### src/rtl/ipark_tr.sv
// Inverse Park transform: (vd, vq) rotated by theta into (valpha, vbeta).
// One shared 16x16 signed multiplier is sequenced over four cycles; sin/cos come
// from an iterative CORDIC lookup with an o_en handshake and Q14 outputs.

module ipark_sincos (
  input  logic               clk,
  input  logic               rstn,
  input  logic               i_en,
  input  logic [11:0]        i_theta,
  output logic               o_en,
  output logic signed [15:0] o_sin,
  output logic signed [15:0] o_cos
);

  localparam int unsigned   Iters  = 20;
  // CORDIC gain 0.6072529 in Q22; x/y carry 8 guard bits over Q14.
  localparam logic signed [31:0] XInit  = 32'sd2547003;
  // (pi/2)/1024 rad in Q28: one theta LSB within a quadrant.
  localparam logic [31:0]        ZStep  = 32'd411775;

  // atan(2^-i) in Q28 radians
  function automatic logic signed [31:0] atan_lut(input logic [4:0] idx);
    case (idx)
      5'd0:    atan_lut = 32'sd210828714;
      5'd1:    atan_lut = 32'sd124459459;
      5'd2:    atan_lut = 32'sd65760959;
      5'd3:    atan_lut = 32'sd33381290;
      5'd4:    atan_lut = 32'sd16755423;
      5'd5:    atan_lut = 32'sd8385879;
      5'd6:    atan_lut = 32'sd4193963;
      5'd7:    atan_lut = 32'sd2097109;
      5'd8:    atan_lut = 32'sd1048571;
      5'd9:    atan_lut = 32'sd524287;
      5'd10:   atan_lut = 32'sd262144;
      5'd11:   atan_lut = 32'sd131072;
      5'd12:   atan_lut = 32'sd65536;
      5'd13:   atan_lut = 32'sd32768;
      5'd14:   atan_lut = 32'sd16384;
      5'd15:   atan_lut = 32'sd8192;
      5'd16:   atan_lut = 32'sd4096;
      5'd17:   atan_lut = 32'sd2048;
      5'd18:   atan_lut = 32'sd1024;
      5'd19:   atan_lut = 32'sd512;
      default: atan_lut = 32'sd0;
    endcase
  endfunction

  logic signed [31:0] x_q, y_q, z_q;
  logic signed [31:0] x_d, y_d, z_d;
  logic [1:0]         quad_q;
  logic [4:0]         cnt_q;
  logic               run_q, fin_q;
  logic [31:0]        z_load;
  logic signed [31:0] x_rnd, y_rnd;
  logic signed [15:0] c16, s16, sin_map, cos_map;

  assign z_load = {22'd0, i_theta[9:0]} * ZStep;

  // One rotation step: drive the residual angle z toward zero
  always_comb begin
    x_d = x_q;
    y_d = y_q;
    z_d = z_q;
    if (!z_q[31]) begin
      x_d = x_q - (y_q >>> cnt_q);
      y_d = y_q + (x_q >>> cnt_q);
      z_d = z_q - atan_lut(cnt_q);
    end else begin
      x_d = x_q + (y_q >>> cnt_q);
      y_d = y_q - (x_q >>> cnt_q);
      z_d = z_q + atan_lut(cnt_q);
    end
  end

  // Round the first-quadrant result to Q14 and unfold it into the full circle
  always_comb begin
    x_rnd = (x_q + 32'sd128) >>> 8;
    y_rnd = (y_q + 32'sd128) >>> 8;
    c16   = x_rnd[15:0];
    s16   = y_rnd[15:0];
    cos_map = c16;
    sin_map = s16;
    case (quad_q)
      2'd1:    begin cos_map = -s16; sin_map = c16;  end
      2'd2:    begin cos_map = -c16; sin_map = -s16; end
      2'd3:    begin cos_map = s16;  sin_map = -c16; end
      default: begin cos_map = c16;  sin_map = s16;  end
    endcase
  end

  // Load on request, iterate, then publish one o_en pulse with the result
  always_ff @(posedge clk or negedge rstn) begin
    if (!rstn) begin
      x_q    <= '0;
      y_q    <= '0;
      z_q    <= '0;
      quad_q <= '0;
      cnt_q  <= '0;
      run_q  <= 1'b0;
      fin_q  <= 1'b0;
      o_en   <= 1'b0;
      o_sin  <= '0;
      o_cos  <= '0;
    end else begin
      o_en <= 1'b0;
      if (i_en) begin
        x_q    <= XInit;
        y_q    <= '0;
        z_q    <= signed'(z_load);
        quad_q <= i_theta[11:10];
        cnt_q  <= '0;
        run_q  <= 1'b1;
        fin_q  <= 1'b0;
      end else if (run_q) begin
        x_q   <= x_d;
        y_q   <= y_d;
        z_q   <= z_d;
        cnt_q <= cnt_q + 5'd1;
        if (cnt_q == 5'(Iters - 1)) begin
          run_q <= 1'b0;
          fin_q <= 1'b1;
        end
      end else if (fin_q) begin
        fin_q <= 1'b0;
        o_en  <= 1'b1;
        o_sin <= sin_map;
        o_cos <= cos_map;
      end
    end
  end

endmodule

module ipark_tr #(
  parameter int unsigned OUT_SHIFT = 14
) (
  input  logic               clk,
  input  logic               rst,
  input  logic               i_en,
  input  logic [11:0]        i_theta,
  input  logic signed [15:0] i_vd,
  input  logic signed [15:0] i_vq,
  output logic               o_busy,
  output logic               o_drop,
  output logic               o_en,
  output logic signed [15:0] o_valpha,
  output logic signed [15:0] o_vbeta
);

  typedef enum logic [2:0] {
    StIdle, StWaitSc, StMul0, StMul1, StMul2, StMul3, StDone
  } state_t;

  localparam logic signed [32:0] Rnd = 33'sd1 <<< (OUT_SHIFT - 1);

  state_t             state_q, state_d;
  logic signed [15:0] vd_q, vq_q, sin_q, cos_q;
  logic signed [32:0] acc_a_q, acc_b_q;
  logic signed [15:0] valpha_q, vbeta_q;
  logic               en_q, drop_q;
  logic               accept;
  logic               sc_en;
  logic signed [15:0] sc_sin, sc_cos;
  logic signed [15:0] mul_a, mul_b;
  logic signed [31:0] prod;
  logic signed [32:0] prod_ext;

  // Round half up, shift back to unity gain and clip to 16 bits
  function automatic logic signed [15:0] sat_round(input logic signed [32:0] acc);
    logic signed [32:0] r;
    r = (acc + Rnd) >>> OUT_SHIFT;
    if (r > 33'sd32767)       sat_round = 16'sh7fff;
    else if (r < -33'sd32768) sat_round = 16'sh8000;
    else                      sat_round = r[15:0];
  endfunction

  assign accept = i_en && (state_q == StIdle);

  ipark_sincos u_sincos (
    .clk     (clk),
    .rstn    (~rst),
    .i_en    (accept),
    .i_theta (i_theta),
    .o_en    (sc_en),
    .o_sin   (sc_sin),
    .o_cos   (sc_cos)
  );

  // Operand select for the shared multiplier
  always_comb begin
    mul_a = '0;
    mul_b = '0;
    case (state_q)
      StMul0:  begin mul_a = vd_q; mul_b = cos_q; end
      StMul1:  begin mul_a = vq_q; mul_b = sin_q; end
      StMul2:  begin mul_a = vd_q; mul_b = sin_q; end
      StMul3:  begin mul_a = vq_q; mul_b = cos_q; end
      default: ;
    endcase
  end

  assign prod     = 32'(mul_a) * 32'(mul_b);
  assign prod_ext = 33'(prod);

  // Next-state sequencing; the lookup wait is handshake-driven, not counted
  always_comb begin
    state_d = state_q;
    unique case (state_q)
      StIdle:   if (i_en) state_d = StWaitSc;
      StWaitSc: if (sc_en) state_d = StMul0;
      StMul0:   state_d = StMul1;
      StMul1:   state_d = StMul2;
      StMul2:   state_d = StMul3;
      StMul3:   state_d = StDone;
      StDone:   state_d = StIdle;
      default:  state_d = StIdle;
    endcase
  end

  // State register
  always_ff @(posedge clk or posedge rst) begin
    if (rst) state_q <= StIdle;
    else     state_q <= state_d;
  end

  // Operand capture, accumulation and result registers
  always_ff @(posedge clk or posedge rst) begin
    if (rst) begin
      vd_q     <= '0;
      vq_q     <= '0;
      sin_q    <= '0;
      cos_q    <= '0;
      acc_a_q  <= '0;
      acc_b_q  <= '0;
      valpha_q <= '0;
      vbeta_q  <= '0;
      en_q     <= 1'b0;
      drop_q   <= 1'b0;
    end else begin
      en_q   <= 1'b0;
      drop_q <= i_en && (state_q != StIdle);
      case (state_q)
        StIdle: begin
          if (i_en) begin
            vd_q <= i_vd;
            vq_q <= i_vq;
          end
        end
        StWaitSc: begin
          if (sc_en) begin
            sin_q   <= sc_sin;
            cos_q   <= sc_cos;
            acc_a_q <= '0;
            acc_b_q <= '0;
          end
        end
        StMul0:  acc_a_q <= acc_a_q + prod_ext;
        StMul1:  acc_a_q <= acc_a_q - prod_ext;
        StMul2:  acc_b_q <= acc_b_q + prod_ext;
        StMul3:  acc_b_q <= acc_b_q + prod_ext;
        StDone: begin
          valpha_q <= sat_round(acc_a_q);
          vbeta_q  <= sat_round(acc_b_q);
          en_q     <= 1'b1;
        end
        default: ;
      endcase
    end
  end

  assign o_busy   = (state_q != StIdle);
  assign o_drop   = drop_q;
  assign o_en     = en_q;
  assign o_valpha = valpha_q;
  assign o_vbeta  = vbeta_q;

endmodule

### config.mk
export PLATFORM = sky130hd
export DESIGN_NAME = ipark_tr
export DESIGN_NICKNAME = d
export VERILOG_FILES = /design/src/rtl/ipark_tr.sv
export SDC_FILE = /design/constraint.sdc
export NUM_CORES = 2
export LEC_CHECK = 0
export ABC_CLOCK_PERIOD_IN_PS = 11920
export CORE_AREA = 5 5 311 313
export DETAILED_ROUTE_END_ITERATION = 7
export DIE_AREA = 0 0 316 318
export PLACE_DENSITY = 0.67
export SETUP_SLACK_MARGIN = 0.05
export SYNTH_ARGS = -nofsm -noshare
export SYNTH_HDL_FRONTEND = slang
export SYNTH_SLANG_ARGS = --single-unit
### constraint.sdc
create_clock -name clk -period 11.92 [get_ports clk]
set_input_delay 2.384 -clock clk [delete_from_list [all_inputs] [get_ports clk]]
set_output_delay 2.384 -clock clk [all_outputs]
set_load 0.005 [all_outputs]
# Word level (Yosys, flattened, before mapping)

Memories as Yosys holds them, arrays and structs flattened.
Index checks and enable logic that the tools add are counted.

Memories: 2
Bits in read-only memories: 1792
Output and inout bits: 35
Register bits: 305

Bitwise operators: 2
Multipliers: 2
Muxes and demuxes: 37
Order comparisons: 4
Add/subtract/negate cells: 16
Reduce and logical (&&, ||, !) cells: 18
Shifts and indexed selects: 2
Eq/ne operators: 13

Memory list:

| memory           | words | width | rd ports | clocked after memory_dff | wr ports | line | RTL |
|---|---|---|---|---|---|---|---|
| (name not given) | 32    | 28    | 1        | 0                        | 0        | 23   | `case (idx)` |
| (name not given) | 32    | 28    | 1        | 0                        | 0        | 23   |  |

Operators with widths:

| cell                     | count |
|---|---|
| $mux W32                 | 11 |
| $pmux W33 S3             | 1 |
| $add A32 B32 Y32         | 3 |
| $pmux W16 S3             | 2 |
| $sub A32 B32 Y32         | 3 |
| $add A33 B15 Y33 const B | 2 |
| $add A33 B32 Y33         | 2 |
| $pmux W33 S2             | 1 |
| $mux W16                 | 4 |
| $pmux W16 S2             | 2 |
| $sshr A32 B5 Y32         | 2 |
| $add A24 B9 Y24 const B  | 2 |
| $gt A19 B16 Y1 const B   | 2 |
| $lt A19 B16 Y1 const B   | 2 |
| $mux W33                 | 1 |
| $sub A33 B32 Y33         | 1 |
| $mul A16 B16 Y32         | 1 |
| $neg A16 Y16             | 2 |
| $mul A10 B19 Y29 const B | 1 |
| $pmux W3 S6              | 1 |
| $mux W1                  | 10 |
| $mux W5                  | 2 |
| $reduce_and A2 Y1        | 5 |
| $reduce_or A2 Y1         | 5 |
| 17 further kinds         | 26 |

# Logic depth before layout (Yosys ltp)

Depth in word-level cells: 6
Gate-level depth with buffers: 47

# Cells and area by module

Synthesis repeated with hierarchy kept, for this count alone.

Cells, all modules: 5183
Area total of the unflattened synthesis: 44241.2 um^2

Modules (own cells, without submodules):

| module       | times used | cells an instance | area each (um^2) | seq. area each (um^2) |
|---|---|---|---|---|
| ipark_sincos | 1          | 2724              | 22756.8          | 3453.3 |
| ipark_tr     | 1          | 2459              | 21484.4          | 4179.0 |

# Worst setup path after synthesis

OpenSTA, ideal clock, no wires.

Path type: reg2reg
Start: register state_q[1]
End: register acc_a_q[32]
Setup time: 0.086 ns
Path slack: 1.497 ns
Clock period less this slack: 10.423 ns
Arrival: 10.337 ns
Required time: 11.834 ns
Stages on the path, launching flop included: 40
Path through: dfrtp_1 -> clkbuf_1 -> nor2b_1 -> clkbuf_1 -> clkbuf_1 -> clkbuf_1 -> a22oi_1 -> a21oi_1 -> nand2_1 -> fa_1 -> fa_1 -> fa_1 -> fa_1 -> inv_1 -> fa_1 -> inv_1 -> fa_1 -> inv_1 -> [... 4 more ...] -> a2111o_1 -> nand2_1 -> nor4b_1 -> a311o_1 -> or4_4 -> or3_1 -> nor2_1 -> a21oi_1 -> xnor2_1 -> ha_1 -> a21o_1 -> a21oi_1 -> nand2b_1 -> o31a_1 -> a31oi_1 -> o21ai_0 -> a2111o_1 -> a32oi_1

Word-level cells in the longest chain between the ends: 6

Ends and longest elaborated chain:

| item                                                        | line     | RTL |
|---|---|---|
| start: declaration                                          | 156      | `state_t state_q, state_d;` |
| start signal: assignment                                    | 222      | `if (rst) state_q <= StIdle;` |
| start signal: assignment                                    | 223      | `else state_q <= state_d;` |
| $eq A3 B3 Y1 / $eq A3 B2 Y1 (equally long branches)         | 193, 242 |  |
| $reduce_or A2 Y1 (no source line)                           | -        |  |
| $pmux W16 S2                                                | 193      | `case (state_q)` |
| $mul A16 B16 Y32                                            | 202      | `assign prod = 32'(mul_a) * 32'(mul_b);` |
| $sub A33 B32 Y33 / $add A33 B32 Y33 (equally long branches) | 258, 257 |  |
| $pmux W33 S3                                                | 242      | `case (state_q)` |
| end signal: assignment                                      | 257      | `StMul0: acc_a_q <= acc_a_q + prod_ext;` |
| end signal: assignment                                      | 258      | `StMul1: acc_a_q <= acc_a_q - prod_ext;` |
| end: declaration                                            | 158      | `logic signed [32:0] acc_a_q, acc_b_q;` |

Several ways; a longest one is shown, not always the timed one.
A chain may end at the register's enable or synchronous reset.

# Worst setup path in the final report

Start: register state_q[0]
End: register acc_a_q[32]

Same word-level chain as after synthesis.

==> out/qor.yml <==
instances_no_fill: 6148
synth_compound_area_frac: 0.169
relSlewSlack: 0.229
die_w_um: 316
die_h_um: 318
holdWs_ns: 0.469
vias_per_cell: 5.72
synth-edff-count: 0
dieArea_mm2: 0.100
portBuffers: 81
antenna_found_initial: 0
cpMostUsedCell: "fa_1"
cts.sinks: 305
syn_area_mm2: 0.0419
critical_path.endpoint_type: "flip-flop"
worst_ep_arrival_time_ns: 11.71
cts_root_buf: "clkbuf_16"
path_class: "flip-flop to flip-flop"
syn_area_per_cell_um2: 8.51
avgRoutedWirePerCell_um: 18.8
synthSimpleGateAreaFrac: 0.158
crit_path_max_fanout: 16
dp.cells: 6074
required_ns: 12.43
cts-resized-gates: 0
dp_hpwl_um: 90900
grt_start_max_net_pins: 154
cts_buffers: 39
drc: 0
finalCriticalPeriod_ns: 11.20
ys_seq_area_frac: 0.182
muxShareOfSynthArea: 0.0862
layout_common_cells: "592 x nand2_1, 502 x inv_1, 438 x nor2_1, 353 x ha_1, 315 x a21oi_1"
fill_cells: 9046
reg2reg_from: "state_q[0]"
synth-xor-area-share: 0.0816
synth_area_leader_cell: "dfrtp_1"
drt-total-wl_um: 116000
fin_tns_setup_ns: 0
max_stage_delay_ns: 0.63
crit_start: "state_q[0]"
cap_violations: 0
finClkSkew_ns: 0.0327
final_common_cell: "nand2_1"
start_util: 0.445
cts_setup_buffers: 0
antenna_left: 0
synth_cells: 4920
grt_first_pass_wirelength_um: 186000
final_core_util: 0.478
ys_types: 102
status: "completed"
cts_tree: "done"
fmax_ghz: 0.0893
fp-row-count: 113
cts.path.max_buffers: 3
syn_nets: 5628
rsz0062_at_grt: "no"
drt_iter0_drc: 2837
synth_fa_ha_area_frac: 0.253
finalCritPeriodShare: 0.939
clk_latency_ns: 0.60
synth_top_family_by_area: "adder cells"
synth_top_area_frac: 0.182
hold_path.class: "flip-flop to flip-flop"
finalHoldViolCount: 0
core_mm2: 0.0940
clkTransAtPathRegs_ns: 0.08
ys_seq_elements: 305
gp_congestion: 0.961
drive_gt1_frac: 0.0654
final_nets: 5558
dr.pass1.iters: 6
async_reset_ff_frac: 1.00
ys.flop_type: "dfrtp_1"
track_usage: 0.226
synth_area_leaders: "dfrtp_1 18%, fa_1 15%, ha_1 11%, nand2_1 5.3%, xnor2_1 4.9%"
cts_hold_buf: 0
yosys_warnings: 0
first_global_vias: 34200
overflow: 0
crit_slowest_cell: "dfrtp_2"
worst_setup_path_start_kind: "flip-flop"
ioPinCount: 82
hp-start: "vq_q[1]"
setup_viol: 0
finalMaxSlewViolations: 0
worst_slew_pin_slew_ns: 1.16
area_growth_pct: 7.29
vias: 35100
htreeDepth: 2
stage by stage:
| step | setup WS [ns] | instance area (um^2) |
|---|---|---|
| 2_1_floorplan | 1.11 | 41900 |
| 3_3_place_gp | 1.15 | 43600 |
| 3_5_place_dp | 0.868 | 43600 |
| 4_1_cts | 0.858 | 44900 |
| 5_1_grt | 0.243 | 44900 |
| 6_report | 0.723 | 44900 |
worst max-delay path: cells and delay by family (launching register included):
family	cells	cell delay, ns
xor+xnor	1	0.16
fa+ha+maj	8	3.77
simple gates	8	1.73
compound gates	13	3.89
flops	1	0.63
buf+inv	6	0.96
flip-flops by register name, summed over array words and instances (netlist names):
name,cells
cos_q,16
u_sincos.fin_q,1
u_sincos.quad_q,2
o_en,1
u_sincos.cnt_q,5
u_sincos.o_cos,16
o_vbeta,16
vq_q,16
u_sincos.o_sin,16
u_sincos.o_en,1
u_sincos.z_q,32
acc_a_q,33
o_drop,1
o_valpha,16
u_sincos.run_q,1
u_sincos.y_q,32
acc_b_q,33
state_q,3
u_sincos.x_q,32
vd_q,16
sin_q,16
worst paths after layout:
| check | endpoint | slack (ns) | depth (start not counted) |
|---|---|---|---|
| min in group asynchronous | o_vbeta[2] | 2.40 | 2 |
| setup / recovery | acc_a_q[32] | 0.72 | 36 |
| hold / removal | vq_q[1] | 0.47 | 2 |
| setup reg to reg | acc_a_q[32] | 0.72 | 36 |
| hold reg to reg | vq_q[1] | 0.47 | 2 |
| max in group asynchronous | u_sincos.run_q | 8.01 | 3 |
synth_stat cells, types with 9 or more instances:
cell / instances
buf_6: 9
nor2b_1: 38
fa_1: 308
o21bai_1: 41
clkbuf_1: 170
a31oi_1: 47
dfrtp_1: 305
inv_1: 506
mux2_2: 75
or2_2: 15
xor2_1: 157
or3_1: 19
a211o_1: 9
a21boi_0: 10
and2_1: 44
nor3b_1: 10
nand3_1: 97
buf_2: 13
a22oi_1: 17
a21oi_1: 315
mux4_2: 66
o21a_1: 49
nor2_1: 438
xnor2_1: 233
nand2b_1: 35
buf_1: 34
a21o_1: 89
mux4_1: 18
a221o_1: 14
o21ai_0: 210
a221oi_1: 19
nor3_1: 68
o22ai_1: 68
a211oi_1: 34
o211ai_1: 48
o31ai_1: 22
mux2i_1: 78
nand2_1: 593
ha_1: 353
o21ai_1: 17
nand4_1: 24
and3_1: 38
final cells by class:
cell class	count	area, um^2	share of cell area
multi-input combinational	3867	31300	0.697
sequential	305	7650	0.170
inverter	512	1930	0.0430
tap	1265	1580	0.0352
timing repair buffer	125	1150	0.0257
clock buffer	51	1070	0.0239
clock inverter	20	219	0.00488
antenna	3	7.51	0.000167
layer usage:
metal,vias to the layer above,GRT usage,part of all wire
met2,1184,0.368,0.46
met3,259,0.0367,0.066
li1,16800,-,-
met1,16900,0.303,0.43
met5,-,0,0
met4,0,0.0878,0.047
logic make-up (layout without fill, tap and decap cells):
kind of cell	Yosys count	count (layout)
and+or+nand+nor	1471	1471
DFF	305	305
other	0	3
muxes	239	239
adders and majority gates	661	661
buffers and inverters	748	708
xor gates and xnor gates	390	390
AOI/OAI and AO/OA	1106	1106
Power is not shown: default switching activity piles up to over one toggle a cycle in this logic, so the estimate is an artifact.
